--- src/rtl/sin_seq_pkg.sv ---
// Shared types and helpers for the sine sample sequencer: FSM encoding,
// default widths/timing and the 17-to-16 bit saturation function.
package sin_seq_pkg;

   localparam int DEF_PHASE_W   = 16;
   localparam int DEF_IN_W      = 17;
   localparam int DEF_OUT_W     = 16;
   localparam int DEF_EN_CYCLES = 2;
   localparam int DEF_TIMEOUT   = 40;

   localparam int OUT_MAX = 32767;
   localparam int OUT_MIN = -32768;

   typedef enum logic [1:0] {
      ST_IDLE  = 2'd0,
      ST_ISSUE = 2'd1,
      ST_WAIT  = 2'd2,
      ST_PUSH  = 2'd3
   } state_t;

   localparam logic signed [DEF_IN_W-1:0] SAT_HI = DEF_IN_W'(OUT_MAX);
   localparam logic signed [DEF_IN_W-1:0] SAT_LO = DEF_IN_W'(OUT_MIN);

   // Clamp the signed CORDIC result into the signed output range.
   function automatic logic [DEF_OUT_W-1:0] sat_to_out(input logic signed [DEF_IN_W-1:0] v);
      if (v > SAT_HI)
         return DEF_OUT_W'(OUT_MAX);
      else if (v < SAT_LO)
         return DEF_OUT_W'(OUT_MIN);
      else
         return v[DEF_OUT_W-1:0];
   endfunction

endpackage

--- src/rtl/sin_sample_sequencer.sv ---
// Drives phase requests into the CORDIC sine stage, collects each result,
// saturates it and pushes it downstream over valid/ready.
module sin_sample_sequencer
   import sin_seq_pkg::*;
#(
   parameter int PHASE_W   = DEF_PHASE_W,
   parameter int IN_W      = DEF_IN_W,
   parameter int OUT_W     = DEF_OUT_W,
   parameter int EN_CYCLES = DEF_EN_CYCLES,
   parameter int TIMEOUT   = DEF_TIMEOUT
)(
   input  logic               clk,
   input  logic               rst_n,
   input  logic               i_start,
   input  logic               i_stop,
   input  logic [PHASE_W-1:0] i_freq_word,
   input  logic [PHASE_W-1:0] i_phase_offset,
   input  logic [15:0]        i_num_samples,
   output logic               o_calc_en,
   output logic [PHASE_W-1:0] o_calc_phase,
   input  logic               i_calc_done,
   input  logic [IN_W-1:0]    i_calc_value,
   output logic               o_m_valid,
   output logic [OUT_W-1:0]   o_m_data,
   input  logic               i_m_ready,
   output logic               o_busy,
   output logic               o_done,
   output logic               o_err_timeout,
   output logic [1:0]         o_state
);

   // Output handshake: a sample transfers on any rising clk edge where
   // o_m_valid && i_m_ready; o_m_data is held from valid rise until then.

   localparam int EN_W = (EN_CYCLES > 1) ? $clog2(EN_CYCLES) : 1;
   localparam int TO_W = $clog2(TIMEOUT + 1);

   state_t             r_state;
   logic [PHASE_W-1:0] r_freq;
   logic [PHASE_W-1:0] r_phase;
   logic [15:0]        r_num;
   logic [15:0]        r_count;
   logic [EN_W-1:0]    r_en_cnt;
   logic [TO_W-1:0]    r_to_cnt;
   logic               r_stop_pend;
   logic               r_calc_en;
   logic               r_m_valid;
   logic [OUT_W-1:0]   r_m_data;
   logic               r_done;
   logic               r_err;

   logic [15:0]        w_count_nxt;
   logic [TO_W-1:0]    w_to_nxt;
   logic               w_last;

   assign w_count_nxt = r_count + 16'd1;
   assign w_to_nxt    = r_to_cnt + TO_W'(1);
   // A stop arriving in the handshake cycle itself also ends the burst there.
   assign w_last      = r_stop_pend | i_stop |
                        ((r_num != 16'd0) && (w_count_nxt == r_num));

   always_ff @(posedge clk or negedge rst_n) begin
      if (!rst_n) begin
         r_state     <= ST_IDLE;
         r_freq      <= '0;
         r_phase     <= '0;
         r_num       <= '0;
         r_count     <= '0;
         r_en_cnt    <= '0;
         r_to_cnt    <= '0;
         r_stop_pend <= 1'b0;
         r_calc_en   <= 1'b0;
         r_m_valid   <= 1'b0;
         r_m_data    <= '0;
         r_done      <= 1'b0;
         r_err       <= 1'b0;
      end else begin
         r_done <= 1'b0;
         if (r_state != ST_IDLE && i_stop)
            r_stop_pend <= 1'b1;

         case (r_state)
            ST_IDLE: begin
               if (i_start) begin
                  r_freq      <= i_freq_word;
                  r_num       <= i_num_samples;
                  r_phase     <= i_phase_offset;
                  r_count     <= '0;
                  r_err       <= 1'b0;
                  r_stop_pend <= 1'b0;
                  r_en_cnt    <= '0;
                  r_calc_en   <= 1'b1;
                  r_state     <= ST_ISSUE;
               end
            end

            ST_ISSUE: begin
               r_to_cnt <= '0;
               if (r_en_cnt == EN_W'(EN_CYCLES - 1)) begin
                  r_calc_en <= 1'b0;
                  r_state   <= ST_WAIT;
               end else begin
                  r_en_cnt <= r_en_cnt + EN_W'(1);
               end
            end

            ST_WAIT: begin
               r_to_cnt <= w_to_nxt;
               // Completion takes priority over a timeout landing on the same cycle.
               if (i_calc_done) begin
                  r_m_data  <= sat_to_out(i_calc_value);
                  r_m_valid <= 1'b1;
                  r_state   <= ST_PUSH;
               end else if (w_to_nxt == TO_W'(TIMEOUT)) begin
                  r_err       <= 1'b1;
                  r_stop_pend <= 1'b0;
                  r_state     <= ST_IDLE;
               end
            end

            ST_PUSH: begin
               if (i_m_ready) begin
                  r_m_valid <= 1'b0;
                  r_phase   <= r_phase + r_freq;
                  r_count   <= w_count_nxt;
                  if (w_last) begin
                     r_done      <= 1'b1;
                     r_stop_pend <= 1'b0;
                     r_state     <= ST_IDLE;
                  end else begin
                     r_en_cnt  <= '0;
                     r_calc_en <= 1'b1;
                     r_state   <= ST_ISSUE;
                  end
               end
            end

            default: r_state <= ST_IDLE;
         endcase
      end
   end

   assign o_calc_en     = r_calc_en;
   assign o_calc_phase  = r_phase;
   assign o_m_valid     = r_m_valid;
   assign o_m_data      = r_m_data;
   assign o_busy        = (r_state != ST_IDLE);
   assign o_done        = r_done;
   assign o_err_timeout = r_err;
   assign o_state       = r_state;

endmodule

--- config.mk ---
export PLATFORM = sky130hd
export DESIGN_NAME = sin_sample_sequencer
export DESIGN_NICKNAME = d
export VERILOG_FILES = /design/src/rtl/sin_seq_pkg.sv /design/src/rtl/sin_sample_sequencer.sv
export SDC_FILE = /design/constraint.sdc
export NUM_CORES = 1
export LEC_CHECK = 0
export ABC_AREA = 0
export CAP_MARGIN = 20
export CELL_PAD_IN_SITES_DETAIL_PLACEMENT = 0
export CELL_PAD_IN_SITES_GLOBAL_PLACEMENT = 2
export CORE_MARGIN = 5
export CORE_UTILIZATION = 35
export DETAILED_ROUTE_END_ITERATION = 8
export GPL_TIMING_DRIVEN = 0
export PLACE_DENSITY_LB_ADDON = 0.05
export SYNTH_ARGS = -nofsm -noshare
export SYNTH_HDL_FRONTEND = slang
export SYNTH_SLANG_ARGS = --single-unit
--- constraint.sdc ---
create_clock -name clk -period 7.5 [get_ports clk]
set_clock_uncertainty 0.1 [all_clocks]
set_input_delay 1.125 -clock clk [delete_from_list [all_inputs] [get_ports clk]]
set_output_delay 1.125 -clock clk [all_outputs]
set_load 0.02 [all_outputs]
==> flow_metrics.env, run 1 <==
export IMPL_met1_usage_pct=24.6
export IMPL_max_freq_mhz=278
export IMPL_dr_first_iter_drc_count=209
export IMPL_cts_tree="built"
export IMPL_power_total_uw=2990
export IMPL_drv_cap=0
export IMPL_synthTopCellsByCount="94 x dfrtp_1, 48 x mux2_2, 46 x a21oi_1, 41 x o21ai_0, 35 x nand2_1"
export IMPL_rrSetupSlack_ns=4.41
export IMPL_finalHoldViolCount=0
export IMPL_drc=0
export IMPL_cpMostUsedCell="inv_1"
export IMPL_pwr_density_cell_mw_per_mm2=410
export IMPL_layout_nets=779
export IMPL_setup_violations=0
export IMPL_synth_area_top_cells="dfrtp_1 42%, mux2_2 9.6%, ha_1 4.7%"
export IMPL_critPathMaxFanout=10
export IMPL_final_cells=907
export IMPL_period_share_pct=48.0
export IMPL_wl_microns=16000
export IMPL_yosysTopAreaCell="dfrtp_1"
export IMPL_synth_most_common_cell="dfrtp_1"
export IMPL_crit_slowest_cell="clkdlybuf4s50_1"
export IMPL_cts_resized_gates=0
export IMPL_required_ns=6.27
export IMPL_cts_sinks=94
export IMPL_antenna_left=0
export IMPL_dp_cells=891
export IMPL_syn_avg_cell_area_sq_um=9.92
export IMPL_start_kind="flop"
export IMPL_dr_total_vias=4729
export IMPL_clockRootBuffer="clkbuf_16"
export IMPL_grt_ovfl_total=0
export IMPL_ys_seq_elements=94
export IMPL_yosys_warnings=0
export IMPL_endpoint_kind="output port"
export IMPL_die_h_microns=137
export IMPL_critPathMaxStageDelay_ns=0.72
export IMPL_ctsHoldBuffers=0
export IMPL_grt_util_met2_pct=28.8
export IMPL_synth_ff_type="dfrtp_1"
export IMPL_cts_inserted_buffers=9
export IMPL_row_count=46
export IMPL_critPathArrivalTime_ns=2.37
export IMPL_drive_gt1_share_pct=12.0
export IMPL_p_leak_uw=0.00297
export IMPL_critical_path_top_delay_family="buffers and inverters"
export IMPL_seq_area_frac_synth_pct=41.9
export IMPL_syn2layout_area_growth_pct=29.9
export IMPL_crit_chain="inv_1 -> ha_1 -> inv_1 -> clkbuf_1 -> clkdlybuf4s50_1"
export IMPL_top_usage_layer="met2"
export IMPL_grt_max_degree=66
export IMPL_clk_latency_ns=0.35
export IMPL_synth_top_area_share_pct=41.9
export IMPL_vias_per_cell=5.21
export IMPL_dieArea_sq_mm=0.0187
export IMPL_die_width_microns=137
export IMPL_min_period_ns=3.60
export IMPL_async_flop_share_pct=100
export IMPL_tightest_slew_ns=0.698
export IMPL_cp_buffers_inverters=4
export IMPL_grt_util_all_layers_pct=17.9
export IMPL_syn_cell_area_sq_mm=0.00561
export IMPL_slew_viol_final=0
export IMPL_rsz0062_at_grt="no"
export IMPL_place_area_sq_mm=0.00699
export IMPL_synth_net_count=659
export IMPL_min_path_type="flop to flop"
export IMPL_core_sq_mm=0.0158
export IMPL_clk_pin_slew_worst_paths_ns=0.06
export IMPL_dp_final_hpwl_microns=12000
export IMPL_cts_max_path_buffers=2
export IMPL_met3_usage_pct=3.64
export IMPL_h_tree_depth=3
export IMPL_ys_types=63
export IMPL_syn_inst=566
export IMPL_post_cts_setup_buffers=0
export IMPL_fin_area_sq_mm=0.00729
export IMPL_slew_headroom_pct=53.5
export IMPL_worstSetupPathType="flop to output port"
export IMPL_fin_tns_setup_ns=0
export IMPL_irDropWorstVdd_v=0.000169
export IMPL_initial_core_util_pct=35.5
export IMPL_ios=110
export IMPL_place_gp_congestion=0.862
export IMPL_timing_hold_ws_ns=0.391
export IMPL_antenna_found_initial=0
export IMPL_io_buffers=108
export IMPL_grt_pass1_vias=4987
export IMPL_grt_first_pass_wirelength_microns=26200
export IMPL_synth_edf_count=0
export IMPL_dr_pass1_iters=4
export IMPL_diodes=0
export IMPL_status="completed"
export IMPL_wl_per_cell_microns=17.7
-- report_power, final --
group | switching (uW) | internal, uW | leakage, uW
clock network | 199 | 275 | 0.000152
registers | 179 | 712 | 0.00116
logic | 870 | 754 | 0.00166
total | 1250 | 1740 | 0.00297
-- cells by family after synthesis --
group                      share of synthesized area (%)
AOI/OAI and AO/OA                                   16.9
xor gates and xnor gates                            3.90
adders and majority gates                           7.71
buffers and inverters                               3.81
DFF                                                 41.9
muxes                                               11.3
and+or+nand+nor                                     14.4
-- state kept, by name, indices dropped and copies added, names as in the netlist --
| register | cells |
|---|---|
| r_en_cnt | 1 |
| o_done | 1 |
| r_count | 16 |
| r_freq | 16 |
| o_calc_phase | 16 |
| o_m_data | 16 |
| r_to_cnt | 6 |
| o_calc_en | 1 |
| o_m_valid | 1 |
| r_stop_pend | 1 |
| o_err_timeout | 1 |
| r_num | 16 |
| o_state | 2 |
-- cells in the final DEF (no fill, tap or decap), types with 4 or more instances in the layout --
cell | netlist | final
nor2_1 | 26 | 26
nand2_1 | 35 | 35
and2_1 | 5 | 5
a31oi_1 | 8 | 8
clkbuf_16 | 0 | 9
nor2b_1 | 12 | 12
nand3_1 | 22 | 22
a211oi_1 | 5 | 5
xnor2_1 | 16 | 16
and3_1 | 9 | 9
maj3_1 | 15 | 15
mux2i_1 | 8 | 8
xor2_1 | 9 | 9
clkbuf_1 | 20 | 21
mux2_2 | 48 | 48
o221ai_1 | 6 | 6
nor4_1 | 6 | 6
o31ai_1 | 9 | 9
clkdlybuf4s50_1 | 0 | 107
inv_1 | 20 | 20
nor3_1 | 8 | 8
a21o_1 | 8 | 8
and4_1 | 4 | 4
dfrtp_1 | 94 | 94
nand4_1 | 5 | 5
o21ai_0 | 41 | 41
a21oi_1 | 46 | 46
nand2b_1 | 4 | 4
ha_1 | 21 | 21
-- worst register-to-register path, delay by kind of cell (launching register included) --
kind	cells	cell delay, ns
AO/OA/AOI/OAI	2	0.30
adder cells (fa/ha/maj)	1	0.27
flip-flops	1	0.44
buffers and inverters	2	0.74
AND/OR/NAND/NOR	3	1.15
-- per-layer routing --
| metal | routed length, microns | up-vias |
|---|---|---|
| li1 | - | 2311 |
| met1 | 7550 | 2316 |
| met2 | 7610 | 93 |
| met3 | 729 | 9 |
| met4 | 157 | 0 |
| met5 | 0 | - |
-- through the flow --
step	util [%]	setup slack [ns]
floorplan	-	4.68
global placement	44.0	1.35
detailed placement	44.2	3.65
CTS	46.1	3.85
global route	46.1	3.72
finish	46.1	3.90
-- layout make-up --
type                            count  area (sq um)
Timing Repair Buffer              109          1110
Inverter                           22          82.6
Fill cell                        1552          8540
Clock inverter                      4          45.0
Buffer                             28           131
Clock buffer                       12           256
Sequential cell                    94          2350
Multi-Input combinational cell    422          3050
Tap cell                          216           270
-- final timing paths --
check,start,end,cells past startpoint
max,o_state[0]$_DFFE_PN0P_,o_busy,5
max reg2reg,o_state[1]$_DFFE_PN0P_,r_count[7]$_DFFE_PN0P_,8
max in group asynchronous,rst_n,r_freq[12]$_DFFE_PN0P_,2
min in group asynchronous,rst_n,r_num[9]$_DFFE_PN0P_,1
min reg2reg,o_m_data[15]$_DFFE_PN0P_,o_m_data[15]$_DFFE_PN0P_,2
min,o_m_data[15]$_DFFE_PN0P_,o_m_data[15]$_DFFE_PN0P_,2
Note: power is estimated with default switching activity, not from simulation.
==> run 2: changes to the inputs <==
- CORE_UTILIZATION: 35 -> 33
- clock period: 7.5 -> 3.65 ns (I/O delays scaled with it)
==> flow_metrics.env, run 2 (synthesized netlist as in run 1, its figures left out) <==
export IMPL_endpoint_kind="flop"
export IMPL_slew_viol_final=0
export IMPL_grt_ovfl_total=0
export IMPL_ctsHoldBuffers=0
export IMPL_crit_slowest_cell="clkbuf_1"
export IMPL_final_cells=911
export IMPL_vias_per_cell=5.23
export IMPL_required_ns=3.79
export IMPL_dp_cells=895
export IMPL_cts_sinks=94
export IMPL_die_h_microns=140
export IMPL_antenna_left=0
export IMPL_post_place_ws_ns=0.259
export IMPL_final_cell_mix="107 x clkdlybuf4s50_1, 94 x dfrtp_1, 48 x mux2_2"
export IMPL_critPathMaxFanout=10
export IMPL_cpMostUsedCell="nor2_1"
export IMPL_layout_nets=779
export IMPL_timing_hold_ws_ns=0.0327
export IMPL_row_count=47
export IMPL_antenna_found_initial=0
export IMPL_clockRootBuffer="clkbuf_16"
export IMPL_post_cts_setup_buffers=0
export IMPL_cts_inserted_buffers=9
export IMPL_dr_pass1_iters=5
export IMPL_diodes=0
export IMPL_clk_pin_slew_worst_paths_ns=0.07
export IMPL_ios=110
export IMPL_drive_gt1_share_pct=12.0
export IMPL_clk_latency_ns=0.35
export IMPL_crit_chain="ha_1 -> inv_2 -> nor2_1 -> nor2_1 -> nor2_1 -> clkbuf_1 -> o21ai_0 -> o41ai_1"
export IMPL_worstSetupPathType="flop to flop"
export IMPL_grt_pass1_vias=4983
export IMPL_finalHoldViolCount=0
export IMPL_drv_cap=0
export IMPL_pwr_density_cell_mw_per_mm2=836
export IMPL_dp_final_hpwl_microns=12100
export IMPL_status="completed"
export IMPL_cts_max_path_buffers=2
export IMPL_p_leak_uw=0.00295
export IMPL_max_freq_mhz=310
export IMPL_min_path_type="primary input to asynchronous set/reset pin"
export IMPL_initial_core_util_pct=33.7
export IMPL_dieArea_sq_mm=0.0197
export IMPL_grt_util_all_layers_pct=17.1
export IMPL_die_width_microns=140
export IMPL_grt_first_pass_wirelength_microns=26900
export IMPL_period_share_pct=88.4
export IMPL_irDropWorstVdd_v=0.000341
export IMPL_slew_headroom_pct=48.6
export IMPL_syn2layout_area_growth_pct=29.6
export IMPL_critPathArrivalTime_ns=3.36
export IMPL_dr_first_iter_drc_count=234
export IMPL_h_tree_depth=3
export IMPL_cts_tree="built"
export IMPL_rsz0062_at_grt="no"
export IMPL_setup_violations=0
export IMPL_layout_commonest_cell="clkdlybuf4s50_1"
export IMPL_start_kind="flop"
export IMPL_io_buffers=108
export IMPL_critPathMaxStageDelay_ns=0.63
export IMPL_place_gp_congestion=0.785
export IMPL_tightest_slew_ns=0.772
export IMPL_wl_microns=16300
export IMPL_grt_max_degree=66
export IMPL_cts_resized_gates=0
export IMPL_wl_per_cell_microns=17.9
export IMPL_min_period_ns=3.23
export IMPL_drc=0
export IMPL_core_sq_mm=0.0166
export IMPL_worst_slack_ns=0.424
export IMPL_dr_total_vias=4767
==> run 2: metal layers <==
layer	vias up	share of wire, %	global-route usage (%)
met2	102	49	28.2
met4	0	1.5	4.95
met5	-	0	0
met1	2333	45	22.6
met3	16	4.3	3.65
li1	2316	-	-
==> run 2: final cells by class <==
cell class,count,area (sq um)
Fill cell,1618,9370
Multi-Input combinational cell,422,3050
Sequential cell,94,2350
Timing Repair Buffer,109,1110
Tap cell,220,275
Clock buffer,11,243
Buffer,28,131
Inverter,22,82.6
Clock inverter,5,35.0
==> run 2: worst paths after layout <==
kind,from,to,slack [ns],cells past startpoint
min in group clk,o_m_data[15]$_DFFE_PN0P_,o_m_data[15]$_DFFE_PN0P_,0.39,2
worst min register to register,o_m_data[15]$_DFFE_PN0P_,o_m_data[15]$_DFFE_PN0P_,0.39,2
max in group asynchronous,rst_n,o_calc_phase[14]$_DFFE_PN0P_,2.73,2
worst max register to register,o_state[1]$_DFFE_PN0P_,r_count[7]$_DFFE_PN0P_,0.42,8
worst min-delay path,rst_n,r_count[6]$_DFFE_PN0P_,0.03,1
worst max-delay path,o_state[1]$_DFFE_PN0P_,r_count[7]$_DFFE_PN0P_,0.42,8
==> run 2: power breakdown <==
part | internal (uW) | total [uW] | switching, uW | leakage (uW)
logic | 1550 | 3340 | 1800 | 0.00166
clock network | 480 | 904 | 424 | 0.000124
registers | 1460 | 1830 | 366 | 0.00116
==> run 2: through the flow <==
step           util [%]  power [uW]  setup TNS, ns  instance area (sq um)
3_3_place_gp       41.9        5160        -182.21                   6970
2_1_floorplan         -        4010              0                   5610
6_report           43.7        6080              0                   7270
3_5_place_dp       42.0        5210              0                   6990
4_1_cts            43.7        6160              0                   7270
5_1_grt            43.7        6570              0                   7270
==> run 2: critical path: cells and delay by family (launching register included) <==
kind | cells | cell delay, ns
adders and majority gates | 1 | 0.28
buffers and inverters | 2 | 0.77
AOI/OAI and AO/OA | 2 | 0.32
DFF | 1 | 0.44
and+or+nand+nor | 3 | 1.20
==> run 3: changes to the inputs <==
- CORE_UTILIZATION: 33 -> 29
- clock period: 3.65 -> 2.8 ns (I/O delays scaled with it)
==> flow_metrics.env, run 3 (synthesized netlist as in run 1, its figures left out) <==
export IMPL_finalHoldViolCount=0
export IMPL_slew_headroom_pct=45.8
export IMPL_worstSetupPathType="flop to flop"
export IMPL_cts_tree="built"
export IMPL_grt_pass1_vias=4989
export IMPL_power_frac_comb_pct=54.9
export IMPL_min_path_type="flop to flop"
export IMPL_ios=110
export IMPL_cts_inserted_buffers=9
export IMPL_critPathArrivalTime_ns=2.82
export IMPL_pwr_density_cell_mw_per_mm2=1090
export IMPL_max_freq_mhz=373
export IMPL_wl_per_cell_microns=18.1
export IMPL_row_count=50
export IMPL_irDropWorstVdd_v=0.000386
export IMPL_intPower_uw=4770
export IMPL_dr_total_vias=4820
export IMPL_slew_viol_final=0
export IMPL_diodes=0
export IMPL_drv_cap=0
export IMPL_clockRootBuffer="clkbuf_16"
export IMPL_dieArea_sq_mm=0.0222
export IMPL_final_cell_mix="106 x clkdlybuf4s50_1, 87 x dfrtp_1, 48 x mux2_2"
export IMPL_h_tree_depth=3
export IMPL_fin_tns_setup_ns=0
export IMPL_pwr_share_seq_pct=29.1
export IMPL_endpoint_kind="flop"
export IMPL_antenna_left=0
export IMPL_dr_pass1_iters=4
export IMPL_layout_commonest_cell="clkdlybuf4s50_1"
export IMPL_antenna_found_initial=0
export IMPL_cts_max_path_buffers=2
export IMPL_layout_nets=786
export IMPL_initial_core_util_pct=29.7
export IMPL_crit_chain="buf_6 -> and4_4 -> buf_6 -> and3_4 -> buf_6 -> and2_4 -> a2111oi_4 -> nand4_2 -> o31ai_4 -> a21oi_2 -> mux2_4"
export IMPL_p_leak_uw=0.00305
export IMPL_required_ns=2.94
export IMPL_dr_first_iter_drc_count=204
export IMPL_die_h_microns=149
export IMPL_rrSetupSlack_ns=0.12
export IMPL_io_buffers=108
export IMPL_core_sq_mm=0.0189
export IMPL_vias_per_cell=5.03
export IMPL_clk_pin_slew_worst_paths_ns=0.07
export IMPL_critPathMaxStageDelay_ns=0.37
export IMPL_die_width_microns=149
export IMPL_final_cells=958
export IMPL_min_period_ns=2.68
export IMPL_syn2layout_area_growth_pct=34.4
export IMPL_setup_violations=0
export IMPL_critPathMaxFanout=9
export IMPL_clk_latency_ns=0.35
export IMPL_grt_first_pass_wirelength_microns=27900
export IMPL_crit_slowest_cell="dfrtp_1"
export IMPL_place_gp_congestion=0.847
export IMPL_power_switching_uw=3480
export IMPL_grt_util_all_layers_pct=16.0
export IMPL_wl_microns=17300
export IMPL_drive_gt1_share_pct=17.2
export IMPL_cpMostUsedCell="buf_6"
export IMPL_rsz0062_at_grt="no"
export IMPL_power_frac_clock_pct=16.0
export IMPL_status="completed"
export IMPL_grt_ovfl_total=0
export IMPL_dp_cells=935
export IMPL_p_sw_share_pct=42.2
export IMPL_drc=0
export IMPL_place_area_sq_mm=0.00704
export IMPL_cts_sinks=94
export IMPL_dp_final_hpwl_microns=12700
export IMPL_grt_max_degree=63
export IMPL_tightest_slew_ns=0.811
export IMPL_start_kind="flop"
export IMPL_period_share_pct=95.8
export IMPL_fin_area_sq_mm=0.00754
## run 3: cell count changes in the layout (fill, tap and decap cells not counted), moves of 3 or more
cell	delta
clkbuf_1	-6
nor2_2	+3
clkinvlp_4	-3
buf_4	+8
dfrtp_1	-7
dfrtp_2	+7
clkbuf_2	+6
nor2_1	-3
## run 3: final timing paths
check                                               from                     endpoint  cells after the start
worst max-delay path              r_count[5]$_DFFE_PN0P_         r_en_cnt$_DFFE_PN0P_                     11
worst min-delay path            o_m_data[15]$_DFFE_PN0P_     o_m_data[15]$_DFFE_PN0P_                      2
worst max register to register    r_count[5]$_DFFE_PN0P_         r_en_cnt$_DFFE_PN0P_                     11
worst min register to register  o_m_data[15]$_DFFE_PN0P_     o_m_data[15]$_DFFE_PN0P_                      2
max in group asynchronous                          rst_n  o_calc_phase[7]$_DFFE_PN0P_                      3
min in group asynchronous                          rst_n         r_num[4]$_DFFE_PN0P_                      2
## run 3: metrics by stage
| stage | worst slack, ns | util (%) | hold slack, ns | total power, uW |
|---|---|---|---|---|
| 6_report | 0.118 | 39.9 | 0.389 | 8260 |
| 5_1_grt | 0.000384 | 39.9 | 0.417 | 8950 |
| 4_1_cts | 0.00713 | 39.1 | 0.388 | 8290 |
| 3_5_place_dp | -0.422 | 37.3 | 0.313 | 6830 |
| 3_3_place_gp | -2.82 | 37.2 | 0.365 | 6790 |
| 2_1_floorplan | 0.106 | - | 0.0244 | 5220 |
## run 3: layout make-up
| type | instances | area, sq um |
|---|---|---|
| Clock buffer | 12 | 256 |
| Buffer | 26 | 144 |
| Tap cell | 260 | 325 |
| Inverter | 22 | 82.6 |
| Timing Repair Buffer | 118 | 1180 |
| Clock inverter | 4 | 55.1 |
| Multi-Input combinational cell | 422 | 3140 |
| Sequential cell | 94 | 2360 |
| Fill cell | 1919 | 11400 |
## run 3: power by group through the flow
| stage | Combinational [uW] | Clock [uW] | Sequential [uW] |
|---|---|---|---|
| after global placement | 4380 | 0 | 2400 |
| after CTS | 4500 | 1380 | 2410 |
| after detailed placement | 4410 | 0 | 2420 |
| after floorplan | 2640 | 0 | 2590 |
| final | 4530 | 1320 | 2410 |
| after global routing | 5040 | 1420 | 2490 |
## run 3: per-layer routing
metal | global-route usage [%] | share of wire (%) | wire length (microns)
met3 | 3.77 | 4.1 | 714
met1 | 21.0 | 46 | 7970
met4 | 3.84 | 1.4 | 236
met5 | 0 | 0 | 0
met2 | 26.6 | 49 | 8420
## run 3: worst max-delay path, delay by kind of cell, from the launching register on
family / cells / cell delay, ns
AO/OA/AOI/OAI: 3 / 0.73
buffers and inverters: 3 / 0.39
flip-flops: 1 / 0.37
multiplexers: 1 / 0.31
AND/OR/NAND/NOR: 4 / 0.67
## run 3: repair_timing
action                     4_1_cts  5_1_grt
hold endpoints to repair        32        0
hold buffers                     1        0
pin swaps                        1        9
setup endpoints to repair       30       39
gates cloned                     0        0
buffers inserted                 0        8
gates resized for setup         10       33
